--- src/rtl/rx_timer_pkg.sv ---
// rtl/rx_timer_pkg.sv - shared types and constants for the receive byte timer
package rx_timer_pkg;

  typedef enum logic {
    IDLE = 1'b0,
    RUN  = 1'b1
  } rx_state_e;

  localparam int BITS_PER_BYTE        = 8;
  localparam int DEFAULT_CLKS_PER_BIT = 8;
  localparam int DEFAULT_SAMPLE_PHASE = 3;

endpackage

--- src/rtl/rx_phase_counter.sv ---
// rtl/rx_phase_counter.sv - bit phase counter, counts 1..rollover_val, clear forces 0
module rx_phase_counter (
  input  logic       clk,
  input  logic       n_rst,
  input  logic       clear,
  input  logic       count_enable,
  input  logic [3:0] rollover_val,
  output logic [3:0] count_out
);

  logic [3:0] count_q;
  logic [3:0] count_d;

  always_comb begin
    count_d = count_q;
    if (clear) begin
      count_d = 4'd0;
    end else if (count_enable) begin
      count_d = (count_q >= rollover_val) ? 4'd1 : count_q + 4'd1;
    end
  end

  always_ff @(posedge clk) begin
    if (!n_rst) begin
      count_q <= 4'd0;
    end else begin
      count_q <= count_d;
    end
  end

  assign count_out = count_q;

endmodule

--- src/rtl/rx_byte_timer.sv ---
// rtl/rx_byte_timer.sv - serial receive bit/byte timing; RX_TIMER_STUFF_EN lets stuff_bit suppress a sample strobe
module rx_byte_timer
  import rx_timer_pkg::*;
#(
  parameter int CLKS_PER_BIT = DEFAULT_CLKS_PER_BIT,
  parameter int SAMPLE_PHASE = DEFAULT_SAMPLE_PHASE
) (
  input  logic       clk,
  input  logic       n_rst,
  input  logic       rcving,
  input  logic       d_edge,
  input  logic       stuff_bit,
  output logic       shift_enable,
  output logic       byte_received,
  output logic [3:0] bit_count,
  output logic       busy
);

  localparam logic [3:0] ROLLOVER    = 4'(CLKS_PER_BIT);
  localparam logic [3:0] SAMPLE_AT   = 4'(SAMPLE_PHASE);
  localparam logic [3:0] SAMPLE_PREV = SAMPLE_AT - 4'd1;
  localparam logic [3:0] LAST_BIT    = 4'(BITS_PER_BYTE - 1);
  localparam logic [3:0] FULL_BYTE   = 4'(BITS_PER_BYTE);

  rx_state_e  state_q, state_d;
  logic       shift_enable_q, shift_enable_d;
  logic       byte_received_q, byte_received_d;
  logic [3:0] bit_count_q, bit_count_d;
  logic       busy_q, busy_d;

  logic       running;
  logic       phase_clear;
  logic [3:0] phase_q;
  logic       phase_hits;
  logic       stuff_ok;

  assign running     = (state_q == RUN) && rcving;
  assign phase_clear = !running || d_edge;

  rx_phase_counter u_phase (
    .clk          (clk),
    .n_rst        (n_rst),
    .clear        (phase_clear),
    .count_enable (running),
    .rollover_val (ROLLOVER),
    .count_out    (phase_q)
  );

  // Phase is about to become SAMPLE_AT on this edge (including the wrap when sampling at 1).
  assign phase_hits = (phase_q == SAMPLE_PREV) ||
                      ((SAMPLE_AT == 4'd1) && (phase_q >= ROLLOVER));

`ifdef RX_TIMER_STUFF_EN
  assign stuff_ok = !stuff_bit;
`else
  logic stuff_bit_unused;
  assign stuff_bit_unused = stuff_bit;
  assign stuff_ok         = 1'b1;
`endif

  always_ff @(posedge clk) begin
    if (!n_rst) begin
      state_q <= IDLE;
    end else begin
      state_q <= state_d;
    end
  end

  always_comb begin
    state_d = state_q;
    case (state_q)
      IDLE:    if (rcving)  state_d = RUN;
      RUN:     if (!rcving) state_d = IDLE;
      default: state_d = IDLE;
    endcase
  end

  always_comb begin
    shift_enable_d  = running && !d_edge && phase_hits && stuff_ok;
    byte_received_d = 1'b0;
    bit_count_d     = 4'd0;
    busy_d          = (state_d == RUN);
    if (running) begin
      if (bit_count_q == FULL_BYTE) begin
        bit_count_d = shift_enable_q ? 4'd1 : 4'd0;
      end else if (shift_enable_q) begin
        bit_count_d = bit_count_q + 4'd1;
      end else begin
        bit_count_d = bit_count_q;
      end
      byte_received_d = shift_enable_q && (bit_count_q == LAST_BIT);
    end
  end

  always_ff @(posedge clk) begin
    if (!n_rst) begin
      shift_enable_q  <= 1'b0;
      byte_received_q <= 1'b0;
      bit_count_q     <= 4'd0;
      busy_q          <= 1'b0;
    end else begin
      shift_enable_q  <= shift_enable_d;
      byte_received_q <= byte_received_d;
      bit_count_q     <= bit_count_d;
      busy_q          <= busy_d;
    end
  end

  assign shift_enable  = shift_enable_q;
  assign byte_received = byte_received_q;
  assign bit_count     = bit_count_q;
  assign busy          = busy_q;

endmodule

--- config.mk ---
export PLATFORM = sky130hd
export DESIGN_NAME = rx_byte_timer
export DESIGN_NICKNAME = d
export VERILOG_FILES = /design/src/rtl/rx_timer_pkg.sv /design/src/rtl/rx_phase_counter.sv /design/src/rtl/rx_byte_timer.sv
export SDC_FILE = /design/constraint.sdc
export NUM_CORES = 1
export LEC_CHECK = 0
export BUFFER_PORTS_ARGS = -buffer_cell sky130_fd_sc_hd__buf_4
export CAP_MARGIN = 20
export CORE_AREA = 4 4 41 43
export DETAILED_ROUTE_END_ITERATION = 7
export DIE_AREA = 0 0 45 47
export PLACE_DENSITY = 0.62
export SKIP_LAST_GASP = 1
export SLEW_MARGIN = 25
export SYNTH_ARGS = -nofsm -noshare
export SYNTH_HDL_FRONTEND = slang
export SYNTH_SLANG_ARGS = --single-unit
--- constraint.sdc ---
create_clock -name clk -period 1.7 [get_ports clk]
set_clock_uncertainty 0.15 [all_clocks]
set_input_delay 0.085 -clock clk [delete_from_list [all_inputs] [get_ports clk]]
set_output_delay 0.085 -clock clk [all_outputs]
set_load 0.01 [all_outputs]
* Yosys cells after proc, flatten, opt, wreduce, memory -nomap -nowiden
Cells that the tools add are included.
** Word-level totals
- Logic and storage cells :: 27
- Register bits after elaboration :: 11
- Output and inout bits :: 7
- Input bits :: 5
** Operators by class
- Mux-type cells :: 5
- Bitwise operators :: 1
- Reduce and logical (&&, ||, !) cells :: 10
- Equal/unequal tests :: 3
- Order comparisons :: 1
- $add $sub $neg :: 2
** Operators by type and width (count)
- two-way mux 4 bit :: 3
- adder 4 x 1 -> 4 bit (second input constant) :: 2
- equality test 4 x 2 -> 1 bit (second input constant) :: 1
- equality test 4 x 3 -> 1 bit (second input constant) :: 1
- equality test 4 bit (second input constant) :: 1
- >= comparator 4 bit (second input constant) :: 1
- logical AND 1 bit :: 4
- logical NOT 1 bit :: 2
- two-way mux 1 bit :: 2
- AND reduction 2 bit :: 1
- nonzero test 2 bit :: 1
- OR reduction 2 bit :: 1
- logical OR 1 bit :: 1
- inverter 1 bit :: 1

* Depth between registers and ports, before layout
- Depth after elaboration :: 4
- Gate-level depth with buffers :: 5
- Depth with buffers taken out :: 5

* Cells and area by module
Synthesis repeated with hierarchy kept, for this count alone.
** Second synthesis, totals
- Cells, all modules :: 72
- Area, all modules :: 639.4 um2
** Modules (own cells, without submodules)
- rx_byte_timer :: area an instance 334.1 um2, cells an instance 37, seq. area each 140.1 um2, instances 1
- rx_phase_counter :: area an instance 305.3 um2, cells an instance 35, seq. area each 80.1 um2, instances 1

* Least setup slack after synthesis
No wires, ideal clock.
- Kind :: register to register
- Start :: register bit_count_q[0] (netlist: bit_count[0])
- End :: register bit_count_q[0] (netlist: bit_count[0])
- Setup time :: 0.070 ns
- Setup slack :: 0.190 ns
- Buffers on the path :: 0
- Stages on the path, launching flop included :: 6
- Required time :: 1.480 ns
- Data arrival time :: 1.290 ns
- Clock period less this slack :: 1.510 ns
- Path through :: dfxtp_1 > inv_1 > ha_1 > and3b_1 > or3_1 > a21oi_1
** Between the ends
- Cells in the longest elaborated chain, start to end :: 3
- Elaborated cells between the ends (all ways) :: 5
- Those cells by class :: add/sub: 1; eq/ne: 1; mux: 2; reduce/logical: 1
** Ends and longest elaborated chain
- start, declared :: RTL line rx_byte_timer.sv:28 : logic [3:0] bit_count_q, bit_count_d;
- start signal, assigned :: RTL line rx_byte_timer.sv:104 : bit_count_q <= bit_count_d;
- adder 4 x 1 -> 4 bit :: RTL line rx_byte_timer.sv:87 : bit_count_d = bit_count_q + 4'd1;
- two-way mux 4 bit :: RTL line rx_byte_timer.sv:86 : end else if (shift_enable_q) begin
- two-way mux 4 bit :: RTL line rx_byte_timer.sv:84 : if (bit_count_q == FULL_BYTE) begin
Parallel ways exist; a longest one is shown, timed or not. The select of a mux whose other input is x is not followed.
A chain may end at the register's enable or synchronous reset.

* Final worst setup path
Same ends and word-level chain as after synthesis.

==> summary.txt <==
Global route
  – Vias in the first global route: 366
  – Pin count of the biggest net entering global routing: 10
  – Initial antenna violation count: 0
  – GR Layer Usage met3: between 6 and 7%
  – Most Crowded Layer GR: met2
  – GRT Overall Usage: 10.5%
  – Total gr overflow: 0
  – M2 GR Usage: 17.2%
  – GR Util met1: 10.8%
  – First-pass GRT wire length: roughly 1.5 mm

Floorplan
  – Die Area: 0.00212 sq mm
  – Die Ht: 47 um
  – IO Pins: 12
  – Core area: 0.00130 sq mm
  – Row count: 13
  – Initial core utilization: 38.0%
  – DIE WIDTH: ~45 um

Clocking
  – CTS clk-pin slew, worst paths: 70 ps
  – Number of gates resized after CTS: 0
  – H-tree depth: 1
  – # Post-CTS Setup Buffers: 0
  – CTS Root Cell: clkbuf_4
  – Clk sinks: 11
  – Total CTS buffers: 3
  – Max clock buf depth: 2
  – CTS tree: done
  – Worst-skew pair later-pin latency: 270 ps

Synth
  – Largest family of logic cells by synthesized area: simple AND/OR/NAND/NOR gates
  – Cells after Synth: 52
  – Post-synthesis instance area: around 500 sq um
  – Area share of the largest cell type after synthesis: approximately 45%
  – Syn avg cell area: 9.50 sq um
  – Area leader, netlist: dfxtp_1
  – XOR/XNOR share of the synthesized area: 1.77%
  – Synth cell types: 24
  – Synthesized Nets: 62
  – Seq cells post-synth: 11
  – Mux share of post-synthesis cell area: 0%
  – Sequential area share after synthesis: 44.6%
  – Complex-gate fraction of the synthesized area: between 10% and 20%
  – Synth top area cells: dfxtp_1 45%, ha_1 13%, nor4_1 3.8%
  – Synth warn: 0
  – Adder-Cell Fraction of Synth Area: 12.7%
  – Simple-gate portion of the synthesized area: 26.1%

Setup path
  – R2R Path Start: bit_count[0]
  – Req. time, crit path: 1750 ps
  – Max FO, Critical Path: 5
  – Element type at the critical path start: register
  – Crit path launch: bit_count[0]
  – Reg2Reg Setup Slack: 170 ps
  – Worst Setup End Kind: register
  – Crit path kind: register to register
  – Arrival @ worst endpoint: 1590 ps

STA
  – Tcrit/Tclk final: 90.2%
  – Setup TNS: 0 ps
  – Slew @ Worst Pin: 264 ps
  – Final slew viol count: 0
  – Final setup violation count: 0
  – RSZ-0062 raised after global routing: no
  – Fmax achieved: about 0.65 GHz
  – Final min period: around 1500 ps
  – Max-slew headroom: 82.2%
  – Hold Vio Cnt, Final: 0

Cells and area
  – Post-layout nets: 81
  – Layout area overhead: 32.4%
  – Antenna diodes: 0
  – Final Core Density: 50.3%
  – Share of cells above drive strength 1: 21.4%

Hold path
  – HP Class: register to register
  – Hold path start: u_phase.count_out[0]

Run status
  – Status: complete, no violations

Pwr
  – Leakage power total: between 0.2 and 0.3 nW
  – Flop pwr share: 56.9%
  – Share of power burned in combinational logic: 5.0%
  – Pwr per Cell Area: about 700 mW/mm^2
  – Pint: between 0.3 and 0.4 mW
  – Max VDD drop: 0.564 mV
  – Switching part of the total: 20.7%
  – Clock power frac: a little under two fifths
  – NetSw: 0.0949 mW

Route
  – Via-per-instance ratio: 4.91
  – Vias: about 420
  – Pre-antenna DRT Iters: 2
  – Routed WL: 882 um
  – # DRC: 0
  – Routed len/inst: 10.4 um
  – Post-route ant nets: 0
  – DR iter-0 viols: 3

Placement
  – GPL Wtd Cong: 0.694
  – Number of I/O port buffers: 10
  – Detailed Place HPWL: 664 um

Flow run
  – Number of max-cap violations: 0
-- synthesized netlist by cell type --
library cell,instances
nand3b_1,1
a21oi_1,3
and3_1,1
ha_1,5
xor2_1,1
dfxtp_1,11
nor4_1,3
inv_1,4
nand2b_1,1
or3_1,2
nor3_1,2
o41ai_1,1
nor3b_1,1
nand2_1,3
and3b_1,1
nor4b_1,1
nand2_2,1
and2_1,1
o21a_1,1
nor2_1,1
nand3_1,3
o211ai_1,1
o21ba_2,1
o21ai_0,2
-- cell families (layout without fill, tap and decap cells) --
logic type / Yosys count / count (layout)
compound gates: 9 / 9
xor+xnor: 1 / 1
buf+inv: 4 / 22
flops: 11 / 11
fa+ha+maj: 5 / 5
simple gates: 22 / 22
-- metal layers --
metal | up-vias | part of all wire (%)
li1 | 220 | -
met1 | 181 | 43
met2 | 14 | 45
met3 | 2 | 11
met4 | 0 | 0.79
met5 | - | 0
-- worst max-delay path: stages (launching register included) --
cell and delay (ps):
dfxtp_1 380, inv_1 80, ha_1 200, and3b_1 220
or3_1 310, a21oi_1 130
-- power groups by stage --
stage	registers [mW]	logic, mW	clock network, mW
final	0.261	0.0228	0.175
after global routing	0.261	0.0251	0.203
after CTS	0.261	0.0228	0.188
after detailed placement	0.267	0.0158	0
after global placement	0.267	0.0158	0
after floorplan	0.267	0.00444	0
-- flip-flops by register name, indices dropped and copies added, names as in the netlist --
name / count
bit_count: 4
busy: 1
byte_received: 1
shift_enable: 1
u_phase.count_out: 4
-- per-stage QoR --
stage	total power, mW	instances	cell area, sq um	hold WS (ps)	setup slack (ps)
finish	0.459	85	654	331	167
global route	0.489	85	654	365	46.7
CTS	0.472	85	654	335	154
detailed placement	0.283	77	588	144	173
global placement	0.283	77	588	145	182
floorplan	0.272	52	494	11.6	190
-- final timing paths --
check	to	cells after the start
worst max-delay path	bit_count[0]	5
worst min-delay path	u_phase.count_out[3]	2
worst max register to register	bit_count[0]	5
worst min register to register	u_phase.count_out[3]	2
-- placed cells by master (no fill, tap or decap), types with 2 or more instances in the layout --
master         instances
o21ai_0                2
nor3_1                 2
a21oi_1                3
dlygate4sd3_1          4
clkbuf_4               3
ha_1                   5
inv_1                  4
buf_4                 10
nand3_1                3
or3_1                  2
dfxtp_1               11
nor4_1                 3
nand2_1                3
-- final cells by class --
type,count,area [sq um]
Clock buffer,4,26.3
Multi-Input combinational cell,37,259
Timing Repair Buffer,14,115
Sequential cell,11,220
Tap cell,15,18.8
Inverter,4,15.0
Fill cell,128,647
-- what timing repair did --
action	in CTS	in global routing
setup endpoints to repair	0	0
hold buffers	4	0
hold endpoints to repair	6	0
No activity file was read; power rests on OpenSTA's default activity.
